**src/rtl/alu_arbiter.sv**
```systemverilog
// +---------------------------------------------------------------------------+
// | Module   : alu_arbiter                                                    |
// | Purpose  : Two-port arbiter that shares one multi-cycle ALU, sequencing  |
// |            enable/operands per opcode latency and returning results.     |
// | Options  : define ALU_ARB_FIXED_PRIO_EN for fixed port-0 priority        |
// |            (default is round-robin).                                     |
// | Revision : 1.0  initial release                                          |
// +---------------------------------------------------------------------------+
`default_nettype none

module alu_arbiter #(
  parameter int GAP_CYCLES = 1,
  parameter int LAT_W      = 3
) (
  input  logic        wire_clock,
  input  logic        wire_reset_n,
  input  logic        req0,
  input  logic        req1,
  input  logic [5:0]  op0,
  input  logic [5:0]  op1,
  input  logic [15:0] a0,
  input  logic [15:0] a1,
  input  logic [15:0] b0,
  input  logic [15:0] b1,
  input  logic [15:0] fr0,
  input  logic [15:0] fr1,
  input  logic [4:0]  ctl0,
  input  logic [4:0]  ctl1,
  output logic        ack0,
  output logic        ack1,
  output logic [15:0] res_out,
  output logic [15:0] fr_out,
  output logic        err_out,
  output logic        enable_alu,
  output logic [5:0]  alu_op,
  output logic [15:0] alu_m3,
  output logic [15:0] alu_m4,
  output logic [15:0] alu_fr_in,
  output logic [4:0]  alu_ctl,
  input  logic [15:0] alu_m2,
  input  logic [15:0] alu_fr,
  output logic        busy
);

  localparam int GAP_W = (GAP_CYCLES > 1) ? $clog2(GAP_CYCLES) : 1;

  typedef enum logic [2:0] {
    S_IDLE    = 3'd0,
    S_GRANT   = 3'd1,
    S_RUN     = 3'd2,
    S_CAPTURE = 3'd3,
    S_GAP     = 3'd4
  } state_t;

  state_t             r_state;
  state_t             w_next;
  logic               r_win;
  logic [LAT_W-1:0]   r_cnt;
  logic [GAP_W-1:0]   r_gap;
  logic               r_en;
  logic               r_ack0;
  logic               r_ack1;
  logic               r_err;
  logic [5:0]         r_op;
  logic [15:0]        r_m3;
  logic [15:0]        r_m4;
  logic [15:0]        r_fr_in;
  logic [4:0]         r_ctl;
  logic [15:0]        r_res;
  logic [15:0]        r_fr_out;
  logic               w_pick1;
  logic [5:0]         w_sel_op;
  logic [LAT_W:0]     w_lat;

  // {accept, L}: accept=0 marks an opcode the ALU would never finish
  function automatic logic [LAT_W:0] lat_lookup(input logic [5:0] op);
    case (op)
      6'b000110, 6'b010110, 6'b010000:           lat_lookup = {1'b1, LAT_W'(1)};
      6'b100001:                                 lat_lookup = {1'b1, LAT_W'(3)};
      6'b100000, 6'b100010, 6'b100011, 6'b100101,
      6'b100100, 6'b010010, 6'b010011, 6'b010100,
      6'b010101:                                 lat_lookup = {1'b1, LAT_W'(2)};
      default:                                   lat_lookup = '0;
    endcase
  endfunction

`ifdef ALU_ARB_FIXED_PRIO_EN
  assign w_pick1 = req1 & ~req0;
`else
  logic r_last;

  assign w_pick1 = req1 & (~req0 | ~r_last);

  always_ff @(posedge wire_clock or negedge wire_reset_n) begin
    if (!wire_reset_n) begin
      r_last <= 1'b1;
    end else if (r_state == S_IDLE && (req0 || req1)) begin
      r_last <= w_pick1;
    end
  end
`endif

  assign w_sel_op = r_win ? op1 : op0;
  assign w_lat    = lat_lookup(w_sel_op);

  always_ff @(posedge wire_clock or negedge wire_reset_n) begin
    if (!wire_reset_n) begin
      r_state <= S_IDLE;
    end else begin
      r_state <= w_next;
    end
  end

  always_comb begin
    w_next = r_state;
    case (r_state)
      S_IDLE:    if (req0 || req1) w_next = S_GRANT;
      S_GRANT:   w_next = w_lat[LAT_W] ? S_RUN : S_CAPTURE;
      S_RUN:     if (r_cnt == '0) w_next = S_CAPTURE;
      S_CAPTURE: w_next = (GAP_CYCLES > 1) ? S_GAP : S_IDLE;
      S_GAP:     if (r_gap == '0) w_next = S_IDLE;
      default:   w_next = S_IDLE;
    endcase
  end

  // RUN lasts L+1 cycles (cnt runs L..0) to cover the ALU's negedge stage
  always_ff @(posedge wire_clock or negedge wire_reset_n) begin
    if (!wire_reset_n) begin
      r_win    <= 1'b0;
      r_cnt    <= '0;
      r_gap    <= '0;
      r_en     <= 1'b0;
      r_ack0   <= 1'b0;
      r_ack1   <= 1'b0;
      r_err    <= 1'b0;
      r_op     <= '0;
      r_m3     <= '0;
      r_m4     <= '0;
      r_fr_in  <= '0;
      r_ctl    <= '0;
      r_res    <= '0;
      r_fr_out <= '0;
    end else begin
      r_en   <= (w_next == S_RUN);
      r_ack0 <= (w_next == S_CAPTURE) && !r_win;
      r_ack1 <= (w_next == S_CAPTURE) && r_win;
      case (r_state)
        S_IDLE: begin
          if (req0 || req1) r_win <= w_pick1;
        end
        S_GRANT: begin
          r_op    <= w_sel_op;
          r_m3    <= r_win ? a1 : a0;
          r_m4    <= r_win ? b1 : b0;
          r_fr_in <= r_win ? fr1 : fr0;
          r_ctl   <= r_win ? ctl1 : ctl0;
          r_cnt   <= w_lat[LAT_W-1:0];
          if (!w_lat[LAT_W]) r_err <= 1'b1;
        end
        S_RUN: begin
          r_cnt <= r_cnt - 1'b1;
          if (r_cnt == '0) begin
            r_res    <= alu_m2;
            r_fr_out <= alu_fr;
            r_err    <= 1'b0;
          end
        end
        S_CAPTURE: begin
          if (GAP_CYCLES > 1) r_gap <= GAP_W'(GAP_CYCLES - 2);
        end
        S_GAP: begin
          r_gap <= r_gap - 1'b1;
        end
        default: begin
          r_cnt <= '0;
        end
      endcase
    end
  end

  assign ack0       = r_ack0;
  assign ack1       = r_ack1;
  assign res_out    = r_res;
  assign fr_out     = r_fr_out;
  assign err_out    = r_err;
  assign enable_alu = r_en;
  assign alu_op     = r_op;
  assign alu_m3     = r_m3;
  assign alu_m4     = r_m4;
  assign alu_fr_in  = r_fr_in;
  assign alu_ctl    = r_ctl;
  assign busy       = (r_state != S_IDLE);

endmodule

`default_nettype wire
```
**config.mk**
```make
export PLATFORM = sky130hd
export DESIGN_NAME = alu_arbiter
export DESIGN_NICKNAME = d
export VERILOG_FILES = /design/src/rtl/alu_arbiter.sv
export SDC_FILE = /design/constraint.sdc
export NUM_CORES = 1
export LEC_CHECK = 0
export CELL_PAD_IN_SITES_DETAIL_PLACEMENT = 1
export CELL_PAD_IN_SITES_GLOBAL_PLACEMENT = 1
export CORE_UTILIZATION = 27
export CTS_BUF_LIST = sky130_fd_sc_hd__clkbuf_4
export DETAILED_ROUTE_END_ITERATION = 7
export GPL_TIMING_DRIVEN = 0
export PLACE_DENSITY = 0.79
export SETUP_SLACK_MARGIN = 0.15
export SLEW_MARGIN = 10
export SYNTH_ARGS = -nofsm -noshare
export SYNTH_HDL_FRONTEND = slang
export SYNTH_SLANG_ARGS = --single-unit
```
**constraint.sdc**
```tcl
create_clock -name wire_clock -period 1.75 [get_ports wire_clock]
set_input_delay 0.4375 -clock wire_clock [delete_from_list [all_inputs] [get_ports wire_clock]]
set_output_delay 0.4375 -clock wire_clock [all_outputs]
set_load 0.02 [all_outputs]
```
# Word level (Yosys, flattened, before mapping)

Memory sizes are Yosys's and may differ from the RTL's.
Cells that the tools add are included.

Add/subtract/negate cells: 2
Multipliers: 0
Divide/modulo/power cells: 0
Magnitude comparators: 0
Equal/unequal tests: 8
Shifts and indexed selects: 0
Muxes and demuxes: 14
Bitwise logic cells: 4
Reduce and logical (&&, ||, !) cells: 13

Operators by type and width:

| kind                                                                | count |
|---|---|
| 16-bit two-way mux                                                  | 3 |
| 3-bit by 2-bit == test with 1-bit output (second input constant)    | 4 |
| 3-bit case mux with 4 select lines                                  | 1 |
| 3-bit two-way mux                                                   | 3 |
| 3-bit case mux with 3 select lines                                  | 1 |
| 3-bit logical NOT                                                   | 2 |
| 6-bit two-way mux                                                   | 1 |
| 5-bit two-way mux                                                   | 1 |
| 2-bit inequality test (second input constant)                       | 2 |
| 2-bit AND reduction                                                 | 2 |
| 3-bit by 1-bit == test with 1-bit output (second input constant)    | 1 |
| 3-bit == test (second input constant)                               | 1 |
| 1-bit logical AND                                                   | 3 |
| 1-bit two-way mux                                                   | 3 |
| 3-bit AND reduction                                                 | 1 |
| 3-bit nonzero test                                                  | 1 |
| 3-bit OR reduction                                                  | 1 |
| 3-bit by 1-bit subtractor with 3-bit output (second input constant) | 1 |
| 1-bit inverter                                                      | 2 |
| 1-bit case mux with 2 select lines                                  | 1 |
| 2-bit nonzero test                                                  | 1 |
| 1-bit AND                                                           | 1 |
| 1-bit logical NOT                                                   | 1 |
| 1-bit logical OR                                                    | 1 |
| 2 further kinds                                                     | 2 |

Flip-flop bits (word level): 104
Bits in latches: 0
Memory bits (writable): 0
ROM bits: 192
Bits of input ports: 154
Output and inout port bits: 96
Logic and storage cells: 58
Memories: 1

Memory list:

| memory          | depth | width | read ports | clocked after Yosys merged registers in | write ports | line | RTL |
|---|---|---|---|---|---|---|---|
| (no name shown) | 64    | 3     | 1          | 0                                       | 0           | 77   | `case (op)` |

# Depth between registers and ports, before layout

An unclocked memory read counts as a cell.

Depth after elaboration: 6
Mapped depth: 7

# Least setup slack after synthesis

No wires, ideal clock.

Path type: reg2reg
From: register r_win
To: register r_cnt[0]
Library setup time: 0.073 ns
Data arrival time: 1.659 ns
Path slack: 0.018 ns
Cell stages (with the launch flop): 6
Buffers on the path: 1
Path through: dfrtp_1 > buf_6 > mux2_4 > or4_1 > o31a_1 > a21oi_2

Word-level cells in the longest chain between the ends: 3

RTL lines:

| what                               | line | RTL |
|---|---|---|
| start, declared                    | 57   | `logic r_win;` |
| start signal, assigned             | 149  | `if (req0 \|\| req1) r_win <= w_pick1;` |
| 6-bit two-way mux                  | 103  | `assign w_sel_op = r_win ? op1 : op0;` |
| via w_sel_op[1]                    | 72   | `logic [5:0] w_sel_op;` |
| memory 64 x 3 bit                  | -    |  |
| 3-bit case mux with 3 select lines | 147  | `case (r_state)` |
| end signal, assigned               | 157  | `r_cnt <= w_lat[LAT_W-1:0];` |
| end signal, assigned               | 161  | `r_cnt <= r_cnt - 1'b1;` |
| end, declared                      | 58   | `logic [LAT_W-1:0] r_cnt;` |

The timed path passes the listed nets, and every way through them passes these cells.
A chain may end at the register's enable or synchronous reset.

# Final worst setup path

Ends and elaborated chain as after synthesis.

==> results.cfg <==
[run_status]
status = finished with violations
violations = negative setup slack

[drt]
drtIter0Drc = 113
topRoutingLayerUsed = met4
drt-total-wl_um = 19010
met1_length_um = 7349
drcViolationCount = 0
vias_per_cell = 4.709
route.met2.wl_um = 10140
first_pass_iters = 4
vias = 4610
wl_per_cell_um = 19.41
final_antenna_net_count = 0
route.met3.wl_um = 1176

[synthesis]
ys_warn_count = 0
synth_compound_area_frac = 0.1064
synth_xor_area_frac = 0.005616
synthAdderAreaFrac = 0.008024
synth_flop_cell = dfrtp_1
synthArstFlopShare = 1.000
syn_area_per_cell_um2 = 11.41
post-synth-top-count-cell = dfrtp_1
synth_largest_area_cell = dfrtp_1
synth_simple_gate_area_frac = 0.07970
seq_area_frac_synth = 0.5566
synth_edf_count = 0
synth_cell_types = 45
synth_nets = 567
synth_commonest_cells = dfrtp_1, nand2_1, o21ai_0
yosys-mux-area-fraction = 0.2118
synth.area.top_cells = dfrtp_1, mux2i_1, mux2_2
synth_top_family_by_area = multiplexers
ys_ff_latch = 104
netlist_area_um2 = 4678
syn_inst = 410
synth_top_area_share = 0.5509

[pwr]
pwr-share-seq = 0.256
p_int_uw = 9654
vdd_drop_max_mv = 0.7966
powerDensity_nw_per_um2 = 1865
p_switching_uw = 7335
p_sw_frac = 0.4318
combPwrFrac = 0.673
p_leak_uw = 0.004254
power_frac_clock = 0.071

[setup_path]
crit_fanout = 4
cp-end-kind = flip-flop
cp_data_required_time_ps = 2160
arrival_ps = 2290
critPathMaxStageDelay_ps = 530
path_cells = buf_6 -> mux2i_4 -> inv_2 -> or4_4 -> o31a_1 -> a21oi_2
start_kind = flip-flop
crit_slowest_cell = or4_4
crit_type = flip-flop to flip-flop

[clock_tree]
clock-sinks = 104
root_buffer = clkbuf_4
htreeDepth = 3
cts_buffer_depth = 2
cts_buffers = 9
clk_latency_ps = 480
cts_tree = yes
clk_pin_slew_ps = 170

[grt]
grt_max_degree = 66
track_usage = 0.1979
grt_antenna_before_repair = 0
grt_pass1_wl_um = 27290
grt_pass1_vias = 5033
gr-total-overflow = 0

[timing]
min_period_ps = 1887
slew_headroom = 0.7052
tightest_slew_ps = 441.7
maxSlewViolCount = 0
fin_skew_ps = 21.52
rsz0062_at_grt = yes
setup_viol = 17
post-route-period-util = 1.078
hold_ws_ps = 432.8
layout_setup_ws_ps = -137.0
hold_viol = 0
fmax_mhz = 529.9

[layout]
post-route-util = 0.5435
layout.nets = 911
drive_above_1_share = 0.5059
diodes = 0
fill_cells = 1760
area_growth_pct = 94.70

[place]
port_buffers = 249
place_congestion = 0.8115
hpwl_um = 12400
pre_cts_ws_ps = -612.2

[floorplanning]
rows = 47
fp.dieW_um = 133.6
die_h_um = 133.6
core-area_um2 = 16760
ioPinCount = 250
dieArea_um2 = 17860
initial_core_util = 0.2791

[job]
max_cap_viol_count = 0

[min_path]
hp-class = input pin to asynchronous set/reset pin
through the flow:
step                      cells  TNS [ps]  total power, µW  cell area [µm²]
after global routing        979     -2811            17960             9109
after CTS                   956    -991.1            15270             8413
after global placement      879   -409470            11900             7465
after detailed placement    880    -20540            12230             7493
after floorplan             410         0             8483             4697
final                       979    -675.5            16990             9109
cell type report:
type	instances	area (µm²)	area share
timing repair buffer	333	2963	0.3253
multi-input combinational	273	2661	0.2922
sequential	104	2605	0.2860
buffer	28	460.4	0.05055
tap	220	275.3	0.03022
clock buffer	9	67.56	0.007418
clock inverter	7	57.56	0.006319
inverter	5	18.77	0.002060
per-layer routing:
metal / vias up / GRT usage
met4: 0 / 0.07071
met3: 23 / 0.04795
li1: 2133 / -
met1: 2278 / 0.2229
met5: - / 0
met2: 176 / 0.3608
flip-flops by register name, summed over array words and instances, names as in the netlist:
name,cells
alu_fr_in,16
alu_m3,16
alu_m4,16
fr_out,16
res_out,16
alu_op,6
alu_ctl,5
r_cnt,3
r_state,3
ack0,1
ack1,1
enable_alu,1
err_out,1
r_gap,1
r_last,1
r_win,1
logic make-up (layout without fill, tap and decap cells):
| group | after synthesis | after routing |
|---|---|---|
| and+or+nand+nor | 88 | 88 |
| adders and majority gates | 3 | 3 |
| DFF | 104 | 104 |
| muxes | 93 | 93 |
| buffers and inverters | 33 | 382 |
| AOI/OAI and AO/OA | 86 | 86 |
| xor gates and xnor gates | 3 | 3 |
cells in the final DEF, fill, tap and decap left out, types with 18 or more instances in the layout:
cell type        instances
o21ai_1                 23
mux2i_1                 45
buf_4                   66
clkdlybuf4s50_1        152
mux2_4                  22
nand2_4                 38
o21ai_2                 36
dfrtp_1                102
nand2_2                 18
buf_2                   88
critical path: cells and delay by family, from the launching register on:
family          cells  cell delay (ps)
mux                 1              280
compound gates      2              390
buf+inv             2              240
flops               1              400
simple gates        1              530
power groups by stage:
| stage | clock (µW) | combinational [µW] | sequential, µW |
|---|---|---|---|
| 3_3_place_gp | 0 | 7700 | 4210 |
| 5_1_grt | 1320 | 12200 | 4480 |
| 2_1_floorplan | 0 | 2960 | 5530 |
| 6_report | 1200 | 11400 | 4350 |
| 3_5_place_dp | 0 | 7930 | 4300 |
| 4_1_cts | 1230 | 9790 | 4250 |
final timing paths:
path,start,endpoint,slack (ps),cells after the start
max in group asynchronous,wire_reset_n,res_out[13]$_DFFE_PN0P_,660,3
hold / removal,wire_reset_n,res_out[5]$_DFFE_PN0P_,430,2
min in group wire_clock,r_gap$_DFFE_PN0N_,r_gap$_DFFE_PN0N_,490,1
hold reg to reg,r_gap$_DFFE_PN0N_,r_gap$_DFFE_PN0N_,490,1
setup reg to reg,r_win$_DFFE_PN0P_,r_cnt[0]$_DFFE_PN0N_,-140,6
setup / recovery,r_win$_DFFE_PN0P_,r_cnt[0]$_DFFE_PN0N_,-140,6
timing repair:
item / CTS / global route
setup endpoints to repair: 195 / 111
setup buffers: 50 / 20
pin swaps: 52 / 24
endpoints found under the hold margin: 38 / 0
gates resized for setup: 590 / 165
hold buffers: 1 / 0
cloned: 9 / 3
Power figures use the tool's default switching activity.
